**src/rtl/md_fp_pkg.sv**
```systemverilog
`default_nettype none
// ============================================================================
// Package : md_fp_pkg
// Brief   : Shared fp32 field positions, component indices and sequencer types.
// Revision: 1.0  initial release
// ============================================================================
package md_fp_pkg;

    localparam int         FP32_W       = 32;
    localparam int         FP32_EXP_MSB = 30;
    localparam int         FP32_EXP_LSB = 23;
    localparam logic [7:0] FP32_EXP_INF = 8'hFF;

    localparam logic [1:0] X = 2'd0;
    localparam logic [1:0] Y = 2'd1;
    localparam logic [1:0] Z = 2'd2;

    typedef enum logic [1:0] {
        IDLE  = 2'd0,
        ISSUE = 2'd1,
        DRAIN = 2'd2,
        HOLD  = 2'd3
    } sq_state_t;

    typedef struct packed {
        logic       v;
        logic [1:0] idx;
    } sq_tag_t;

    function automatic logic is_nonfinite(input logic [FP32_W-1:0] f);
        return f[FP32_EXP_MSB:FP32_EXP_LSB] == FP32_EXP_INF;
    endfunction

endpackage
`default_nettype wire

```
**src/rtl/lat_tag_pipe.sv**
```systemverilog
`default_nettype none
// ============================================================================
// Module  : lat_tag_pipe
// Brief   : Delays {valid, idx} tags by DEPTH cycles to line up with products.
// Revision: 1.0  initial release
// ============================================================================
module lat_tag_pipe
    import md_fp_pkg::*;
#(
    parameter int DEPTH = 0
) (
    input  logic    clk,
    input  logic    rst,
    input  sq_tag_t tag_in,
    output sq_tag_t tag_out
);

    generate
        if (DEPTH == 0) begin : g_wire
            // Combinational multiplier: the tag meets its product in the same cycle.
            logic w_unused_clk_rst;
            assign w_unused_clk_rst = clk ^ rst;
            assign tag_out          = tag_in;
        end else begin : g_pipe
            sq_tag_t r_stage [DEPTH];

            always_ff @(posedge clk or posedge rst) begin
                if (rst) begin
                    for (int i = 0; i < DEPTH; i++) begin
                        r_stage[i] <= '0;
                    end
                end else begin
                    r_stage[0] <= tag_in;
                    for (int i = 1; i < DEPTH; i++) begin
                        r_stage[i] <= r_stage[i-1];
                    end
                end
            end

            assign tag_out = r_stage[DEPTH-1];
        end
    endgenerate

endmodule
`default_nettype wire

```
**src/rtl/fp32_sq_issue.sv**
```systemverilog
`default_nettype none
// ============================================================================
// Module  : fp32_sq_issue
// Brief   : Issues dx*dx, dy*dy, dz*dz to the shared fp32 multiplier and
//           presents the collected squares to the r^2 adder with valid/ready.
// Revision: 1.0  initial release
// ============================================================================
module fp32_sq_issue
    import md_fp_pkg::*;
#(
    parameter int MUL_LAT = 0,
    parameter int W       = FP32_W
) (
    input  logic         clk,
    input  logic         rst,
    input  logic         in_valid,
    output logic         in_ready,
    input  logic [W-1:0] in_dx,
    input  logic [W-1:0] in_dy,
    input  logic [W-1:0] in_dz,
    output logic [W-1:0] mul_a,
    output logic [W-1:0] mul_b,
    input  logic [W-1:0] mul_o,
    output logic         out_valid,
    input  logic         out_ready,
    output logic [W-1:0] out_sq_x,
    output logic [W-1:0] out_sq_y,
    output logic [W-1:0] out_sq_z,
    output logic         out_nonfinite
);

    sq_state_t    r_state;
    sq_state_t    w_state_nxt;
    logic [W-1:0] r_dx;
    logic [W-1:0] r_dy;
    logic [W-1:0] r_dz;
    logic [1:0]   r_idx;
    logic [W-1:0] r_sq_x;
    logic [W-1:0] r_sq_y;
    logic [W-1:0] r_sq_z;
    logic         r_nonfinite;

    logic [W-1:0] w_operand;
    logic [W-1:0] w_sq_x_nxt;
    logic [W-1:0] w_sq_y_nxt;
    logic [W-1:0] w_sq_z_nxt;
    logic         w_accept;
    sq_tag_t      w_tag_in;
    sq_tag_t      w_tag_out;

    assign in_ready = (r_state == IDLE) && !rst;
    assign w_accept = in_valid && in_ready;

    lat_tag_pipe #(
        .DEPTH (MUL_LAT)
    ) u_tag_pipe (
        .clk     (clk),
        .rst     (rst),
        .tag_in  (w_tag_in),
        .tag_out (w_tag_out)
    );

    always_comb begin
        w_state_nxt = r_state;
        case (r_state)
            IDLE:    if (w_accept) w_state_nxt = ISSUE;
            ISSUE:   if (r_idx == Z) w_state_nxt = (MUL_LAT == 0) ? HOLD : DRAIN;
            DRAIN:   if (w_tag_out.v && (w_tag_out.idx == Z)) w_state_nxt = HOLD;
            HOLD:    if (out_ready) w_state_nxt = IDLE;
            default: w_state_nxt = IDLE;
        endcase
    end

    // Squaring: both multiplier operands carry the same component.
    always_comb begin
        w_operand = '0;
        if (r_state == ISSUE) begin
            case (r_idx)
                X:       w_operand = r_dx;
                Y:       w_operand = r_dy;
                default: w_operand = r_dz;
            endcase
        end
        w_tag_in.v   = (r_state == ISSUE);
        w_tag_in.idx = r_idx;
    end

    assign mul_a = w_operand;
    assign mul_b = w_operand;

    always_comb begin
        w_sq_x_nxt = r_sq_x;
        w_sq_y_nxt = r_sq_y;
        w_sq_z_nxt = r_sq_z;
        if (w_tag_out.v) begin
            case (w_tag_out.idx)
                X:       w_sq_x_nxt = mul_o;
                Y:       w_sq_y_nxt = mul_o;
                Z:       w_sq_z_nxt = mul_o;
                default: ;
            endcase
        end
    end

    always_ff @(posedge clk or posedge rst) begin
        if (rst) begin
            r_state     <= IDLE;
            r_dx        <= '0;
            r_dy        <= '0;
            r_dz        <= '0;
            r_idx       <= X;
            r_sq_x      <= '0;
            r_sq_y      <= '0;
            r_sq_z      <= '0;
            r_nonfinite <= 1'b0;
        end else begin
            r_state <= w_state_nxt;
            if (w_accept) begin
                r_dx  <= in_dx;
                r_dy  <= in_dy;
                r_dz  <= in_dz;
                r_idx <= X;
            end else if (r_state == ISSUE) begin
                r_idx <= r_idx + 2'd1;
            end
            r_sq_x      <= w_sq_x_nxt;
            r_sq_y      <= w_sq_y_nxt;
            r_sq_z      <= w_sq_z_nxt;
            r_nonfinite <= is_nonfinite(w_sq_x_nxt) | is_nonfinite(w_sq_y_nxt) |
                           is_nonfinite(w_sq_z_nxt);
        end
    end

    assign out_valid     = (r_state == HOLD);
    assign out_sq_x      = r_sq_x;
    assign out_sq_y      = r_sq_y;
    assign out_sq_z      = r_sq_z;
    assign out_nonfinite = r_nonfinite;

endmodule
`default_nettype wire

```
**config.mk**
```make
export PLATFORM = sky130hd
export DESIGN_NAME = fp32_sq_issue
export DESIGN_NICKNAME = d
export VERILOG_FILES = /design/src/rtl/md_fp_pkg.sv /design/src/rtl/lat_tag_pipe.sv /design/src/rtl/fp32_sq_issue.sv
export SDC_FILE = /design/constraint.sdc
export NUM_CORES = 1
export LEC_CHECK = 0
export CORE_ASPECT_RATIO = 1.1
export CORE_MARGIN = 2
export CORE_UTILIZATION = 35
export DETAILED_ROUTE_END_ITERATION = 8
export PLACE_DENSITY = 0.75
export SYNTH_ARGS = -nofsm -noshare
export SYNTH_HDL_FRONTEND = slang
export SYNTH_HIERARCHICAL = 1
export SYNTH_SLANG_ARGS = --single-unit
```
**constraint.sdc**
```tcl
create_clock -name clk -period 6.6 [get_ports clk]
set_clock_uncertainty 0.05 [all_clocks]
set_input_delay 1.32 -clock clk [delete_from_list [all_inputs] [get_ports clk]]
set_output_delay 1.32 -clock clk [all_outputs]
set_load 0.005 [all_outputs]
```
==> results of run 1 <==
[how the worst max path moves through the flow]
stage / startpoint / endpoint / slack, ns
2_1_floorplan: rst / r_state[1] / 1.62
5_1_grt: r_idx[1] / mul_b[20] / 1.75
3_5_place_dp: r_idx[1] / mul_b[20] / 2.40
4_1_cts: r_idx[1] / mul_b[20] / 1.93
3_3_place_gp: r_idx[1] / mul_b[20] / 2.47
6_report: r_idx[1] / mul_b[29] / 1.95
[per-stage QoR]
stage	power, mW	hold WS (ns)	utilization [%]	instances
after global routing	6.19	0.470	50.6	1171
after detailed placement	4.81	0.439	48.1	1139
after global placement	4.74	0.423	48.1	1139
after floorplan	3.50	0.430	-	600
final	5.79	0.454	50.6	1172
after CTS	5.87	0.461	50.6	1171
[registers in the layout, indices dropped and copies added, names as in the netlist, 2 cells and up]
signal	flops
r_dy	32
out_sq_z	32
r_dx	32
r_dz	32
out_sq_y	32
r_state	2
r_idx	2
out_sq_x	32
[worst max-delay path: cells and delay by family (launching register included)]
family | cells | cell delay (ns)
buf+inv | 4 | 1.28
simple gates | 2 | 0.55
flops | 1 | 0.52
compound gates | 1 | 0.28
fa+ha+maj | 1 | 0.19
[layer usage]
| layer | track usage (%) | vias up | part of all wire, % |
|---|---|---|---|
| met5 | 0 | - | 0 |
| met4 | 4.51 | 0 | 1.3 |
| met3 | 7.67 | 20 | 12 |
| met2 | 27.3 | 263 | 46 |
| met1 | 22.2 | 2886 | 42 |
| li1 | - | 2602 | - |
[final cells by class]
cell class,count,share of cell area (%)
clock inverters,14,1.33
clock buffers,18,3.59
flip-flops and latches,197,41.3
repair buffers,303,25.2
diodes,1,0.0209
multi-input cells,326,25.1
inverters,8,0.283
well taps,305,3.19
[power breakdown]
part	leakage [nW]	internal, mW	switching [mW]
clock	0.288	0.510	0.515
combinational	2.24	1.63	0.960
sequential	2.34	1.82	0.361
[placed cells by master, fill, tap and decap left out, types with 2 or more instances in the layout]
master,synthesis,layout
inv_1,8,7
a21oi_1,32,32
nand4_1,8,8
dfrtp_1,197,197
clkinv_4,0,3
mux2_2,190,190
nor2_1,5,4
buf_4,39,9
mux2_1,3,3
ha_1,7,7
inv_8,0,4
inv_6,0,2
a22oi_1,32,32
clkbuf_16,0,17
o211ai_1,2,2
clkinv_8,0,4
mux2i_1,2,2
nand2_1,34,34
clkdlybuf4s50_1,0,294
[cell families (layout without fill, tap and decap cells)]
kind of cell               after synthesis  in the layout
and+or+nand+nor                         53             53
xor gates and xnor gates                 1              1
AOI/OAI and AO/OA                       70             70
adders and majority gates                7              7
muxes                                  195            195
DFF                                    197            197
other                                    0              1
buffers and inverters                   77            343
==> flow_summary.ini, run 1 <==
[setup_path]
ff2ff_path_depth = 6
worst_path_max_delay_cell = clkdlybuf4s50_1
slowest_delay_ns = 0.57
path_cells = inv_1 -> ha_1 -> buf_4 -> nor2_2 -> buf_4 -> nand2_1 -> a21oi_1 -> clkdlybuf4s50_1
cp-start-kind = register
crit_fanout = 33
crit_required_ns = 5.23
cp.arrival_ns = 3.28
crit_top_cell = buf_4
critPathCaptureType = output pin
r2r_end = r_dx[18]
rrSetupSlack_ns = 3.79
r2r-start = r_state[0]
crit_type = register to output pin

[final_layout]
seq_area_um2 = 4930
fillers = 2040
drive_above_1_share_pct = 27.1
fin_nets = 992
multi_input_area_um2 = 3000
area_growth_pct = 42.3
stdcell_area_um2 = 11900

[timing]
hold_viol = 0
max_freq_mhz = 215
final.min_clock_period_ns = 4.65
setup_violations = 0
grt_setup_unrepaired = no
relSlewSlack_pct = 25.9
final.period_utilization_pct = 70.5
tightest_slew_ns = 1.11
drv_slew = 0
setup_ws_ns = 1.95
tns_ns = 0

[clock_tree]
numCtsBuffers = 17
clk_path_buf_depth = 2
clock_sinks = 197
cts_tree = built
clockRootBuffer = clkbuf_16
cts_hold_buf = 0
cts_setup_buffers = 0
cts_resized = 0
clk_latency_ns = 0.43
htree_levels = 4
cts.clk_slew.worst_paths_ns = 0.09

[drt]
wl_per_cell_um = 18.8
drc = 0
wl_um = 22000
detail-route-antenna-nets = 0
num_vias = 5771
vias_per_cell = 4.92
drtIter0Drc = 196
firstDrtPassIters = 5

[synth]
synth_xor_area_share_pct = 0.104
synth-compound-area-share_pct = 5.34
yosysTopAreaCell = dfrtp_1
synth_cell_types = 28
synth_most_common_cell = dfrtp_1
syn_nets = 739
ys_top_cells_by_area = dfrtp_1 (59%), mux2_2 (25%), buf_4 (3.5%)
synthDominantCellAreaShare_pct = 58.7
synth_edf_count = 0
synth_fa_ha_area_share_pct = 1.04
synthCells = 600
yosys-top-cells-count = dfrtp_1 (197), mux2_2 (190), buf_4 (39)
synthMuxAreaShare_pct = 26.1
synth_top_family_by_area = multiplexers
ys.flop_type = dfrtp_1
yosys.area_share.simple_pct = 3.00
syn_avg_cell_area_um2 = 14.0
ys_seq_area_share_pct = 58.7
ys_ff_latch = 197
async_flop_share_pct = 100
synth_area_um2 = 8390
yosys_warnings = 6

[placement]
hpwl_um = 15600
pre_cts_ws_ns = 2.40
dpl_cell_area_um2 = 11400
io_buffers = 294
place.gp.congestion = 0.784

[pwr]
powerDensity_nw_per_um2 = 485
p_leak_nw = 4.87
peakVddDrop_uv = 242

[grt]
antenna_found_initial = 0
overflow = 0
grt_pass1_vias = 6089
grt_max_degree = 76
grt_first_pass_wirelength_um = 34300
grtUsageTotal_pct = 17.5

[die]
io_pins = 295
core_um2 = 23600
die_w_um = 152
die-area_um2 = 25200
row_count = 59
fp.dieH_um = 166
initial_utilization_pct = 35.5

[worst_hold_path]
hold-path-endpoint = out_sq_x[0]
holdCritStartpoint = out_sq_x[0]
hp-class = register to register
hold_path_depth = 1

[flow_run]
cap_violations = 0

[status]
status = completed
Note: power is estimated with default switching activity, not from simulation.
==> run 2: changes to the inputs <==
--- a/config.mk
+++ b/config.mk
@@ -9,7 +9,7 @@
 export CORE_MARGIN = 2
 export CORE_UTILIZATION = 35
 export DETAILED_ROUTE_END_ITERATION = 8
-export PLACE_DENSITY = 0.75
+export PLACE_DENSITY = 0.73
 export SYNTH_ARGS = -nofsm -noshare
 export SYNTH_HDL_FRONTEND = slang
 export SYNTH_HIERARCHICAL = 1
==> constraint.sdc (replaced) <==
create_clock -name clk -period 4.65 [get_ports clk]
set_clock_uncertainty 0.05 [all_clocks]
set_input_delay 0.93 -clock clk [delete_from_list [all_inputs] [get_ports clk]]
set_output_delay 0.93 -clock clk [all_outputs]
set_load 0.005 [all_outputs]
==> run 2 against run 1 <==
Compared with the run above: non-clock buffer count did not move; via count rose by 0.45%; setup slack got worse by 1.3 ns; critical path depth fell by 3; global-route usage shrank 0.24 points; largest cell class unchanged.
==> flow_summary.ini, run 2 (synthesized netlist as in run 1, its figures left out) <==
[setup_path]
cp-start-kind = register
cp.arrival_ns = 3.00
slowest_delay_ns = 0.61
crit_required_ns = 3.67
crit_fanout = 33
startpoint = r_state[1]
crit_top_cell = inv_1
r2r-start = r_state[1]
worst_path_max_delay_cell = inv_1
path_cells = inv_1 -> ha_1 -> inv_1 -> a21oi_1 -> clkdlybuf4s50_1
critPathCaptureType = output pin
crit_type = register to output pin

[status]
status = completed

[die]
fp.dieH_um = 166
die-area_um2 = 25200
row_count = 59
io_pins = 295
die_w_um = 152
core_um2 = 23600
initial_utilization_pct = 35.5

[timing]
hold_viol = 0
final.min_clock_period_ns = 3.98
relSlewSlack_pct = 15.7
max_freq_mhz = 252
grt_setup_unrepaired = no
tightest_slew_ns = 1.26
setup_violations = 0
drv_slew = 0
timing.hold.ws_ns = 0.458
final.period_utilization_pct = 85.5
tns_ns = 0

[clock_tree]
clk_path_buf_depth = 2
cts_tree = built
cts_hold_buf = 0
cts_resized = 0
htree_levels = 4
cts.clk_slew.worst_paths_ns = 0.07
numCtsBuffers = 17
clock_sinks = 197
clk_latency_ns = 0.43
cts_setup_buffers = 0
clockRootBuffer = clkbuf_16

[final_layout]
final_common_cell = clkdlybuf4s50_1
drive_above_1_share_pct = 27.3
area_growth_pct = 42.8
final_core_util_pct = 50.7
fin_nets = 992
layout_common_cells = clkdlybuf4s50_1 (294), dfrtp_1 (197), mux2_2 (190)
stdcell_area_um2 = 12000
fillers = 2044

[pwr]
peakVddDrop_uv = 363
p_leak_nw = 4.88
powerDensity_nw_per_um2 = 689

[grt]
grt_max_degree = 102
grtUsageTotal_pct = 17.2
overflow = 0
antenna_found_initial = 1
grt_first_pass_wirelength_um = 33800
grt_pass1_vias = 6118

[flow_run]
cap_violations = 0

[placement]
place.gp.congestion = 0.737
dpl_cell_area_um2 = 11400
hpwl_um = 15200
io_buffers = 294

[drt]
vias_per_cell = 4.95
drc = 0
num_vias = 5797
wl_per_cell_um = 18.6
firstDrtPassIters = 5
detail-route-antenna-nets = 0
wl_um = 21800
drtIter0Drc = 227

[worst_hold_path]
holdCritStartpoint = out_sq_z[17]
hp-class = register to register
-- run 2: changes by cell type in the layout (fill, tap and decap cells not counted), sizes merged --
| cell | change |
|---|---|
| inv | +1 |
| clkbuf | -1 |
-- run 2: stage by stage --
step / power [mW] / std cells / setup WS, ns
3_5_place_dp: 6.84 / 1139 / 1.06
5_1_grt: 8.82 / 1171 / 0.440
3_3_place_gp: 6.76 / 1139 / 1.17
2_1_floorplan: 4.96 / 600 / 0.0638
6_report: 8.26 / 1172 / 0.675
4_1_cts: 8.37 / 1171 / 0.602
-- run 2: final cells by class --
type,instances,area [um^2],share of cell area [%]
Inverter,8,33.8,0.282
Sequential cell,197,4930,41.1
Clock inverter,15,175,1.46
Multi-Input combinational cell,326,3000,25.0
Antenna cell,1,2.50,0.0209
Tap cell,305,382,3.18
Clock buffer,17,425,3.55
Timing Repair Buffer,303,3040,25.3
-- run 2: worst max-delay path: cells and delay by family, from the launching register on --
family / cells / cell delay [ns]
compound gates: 1 / 0.55
flops: 1 / 0.41
fa+ha+maj: 1 / 0.33
buf+inv: 3 / 1.28
-- run 2: routing by layer --
layer	wire length, um	vias up	track usage [%]
met3	2590	18	8.05
met1	8950	2928	21.8
met2	9900	257	26.6
met4	318	0	4.75
li1	-	2594	-
met5	0	-	0
-- run 2: where the power goes --
group	internal (mW)	switching (mW)
clock network	0.729	0.748
logic	2.31	1.38
registers	2.58	0.507
-- run 2: worst paths after layout --
path,to,slack (ns),cells after the start
max,mul_b[28],0.67,5
min,out_sq_z[17],0.46,1
max reg2reg,r_state[1],1.86,6
min reg2reg,out_sq_z[17],0.46,1
max in group asynchronous,out_sq_z[13],2.63,3
min in group asynchronous,out_nonfinite,0.96,2
==> run 3: changes to the inputs <==
--- a/config.mk
+++ b/config.mk
@@ -9,6 +9,7 @@
 export CORE_MARGIN = 2
 export CORE_UTILIZATION = 35
 export DETAILED_ROUTE_END_ITERATION = 8
+export GPL_ROUTABILITY_DRIVEN = 0
 export PLACE_DENSITY = 0.73
 export SYNTH_ARGS = -nofsm -noshare
 export SYNTH_HDL_FRONTEND = slang
==> results of run 3 <==
Final layout, timing and power as in run 2 (identical DEF).
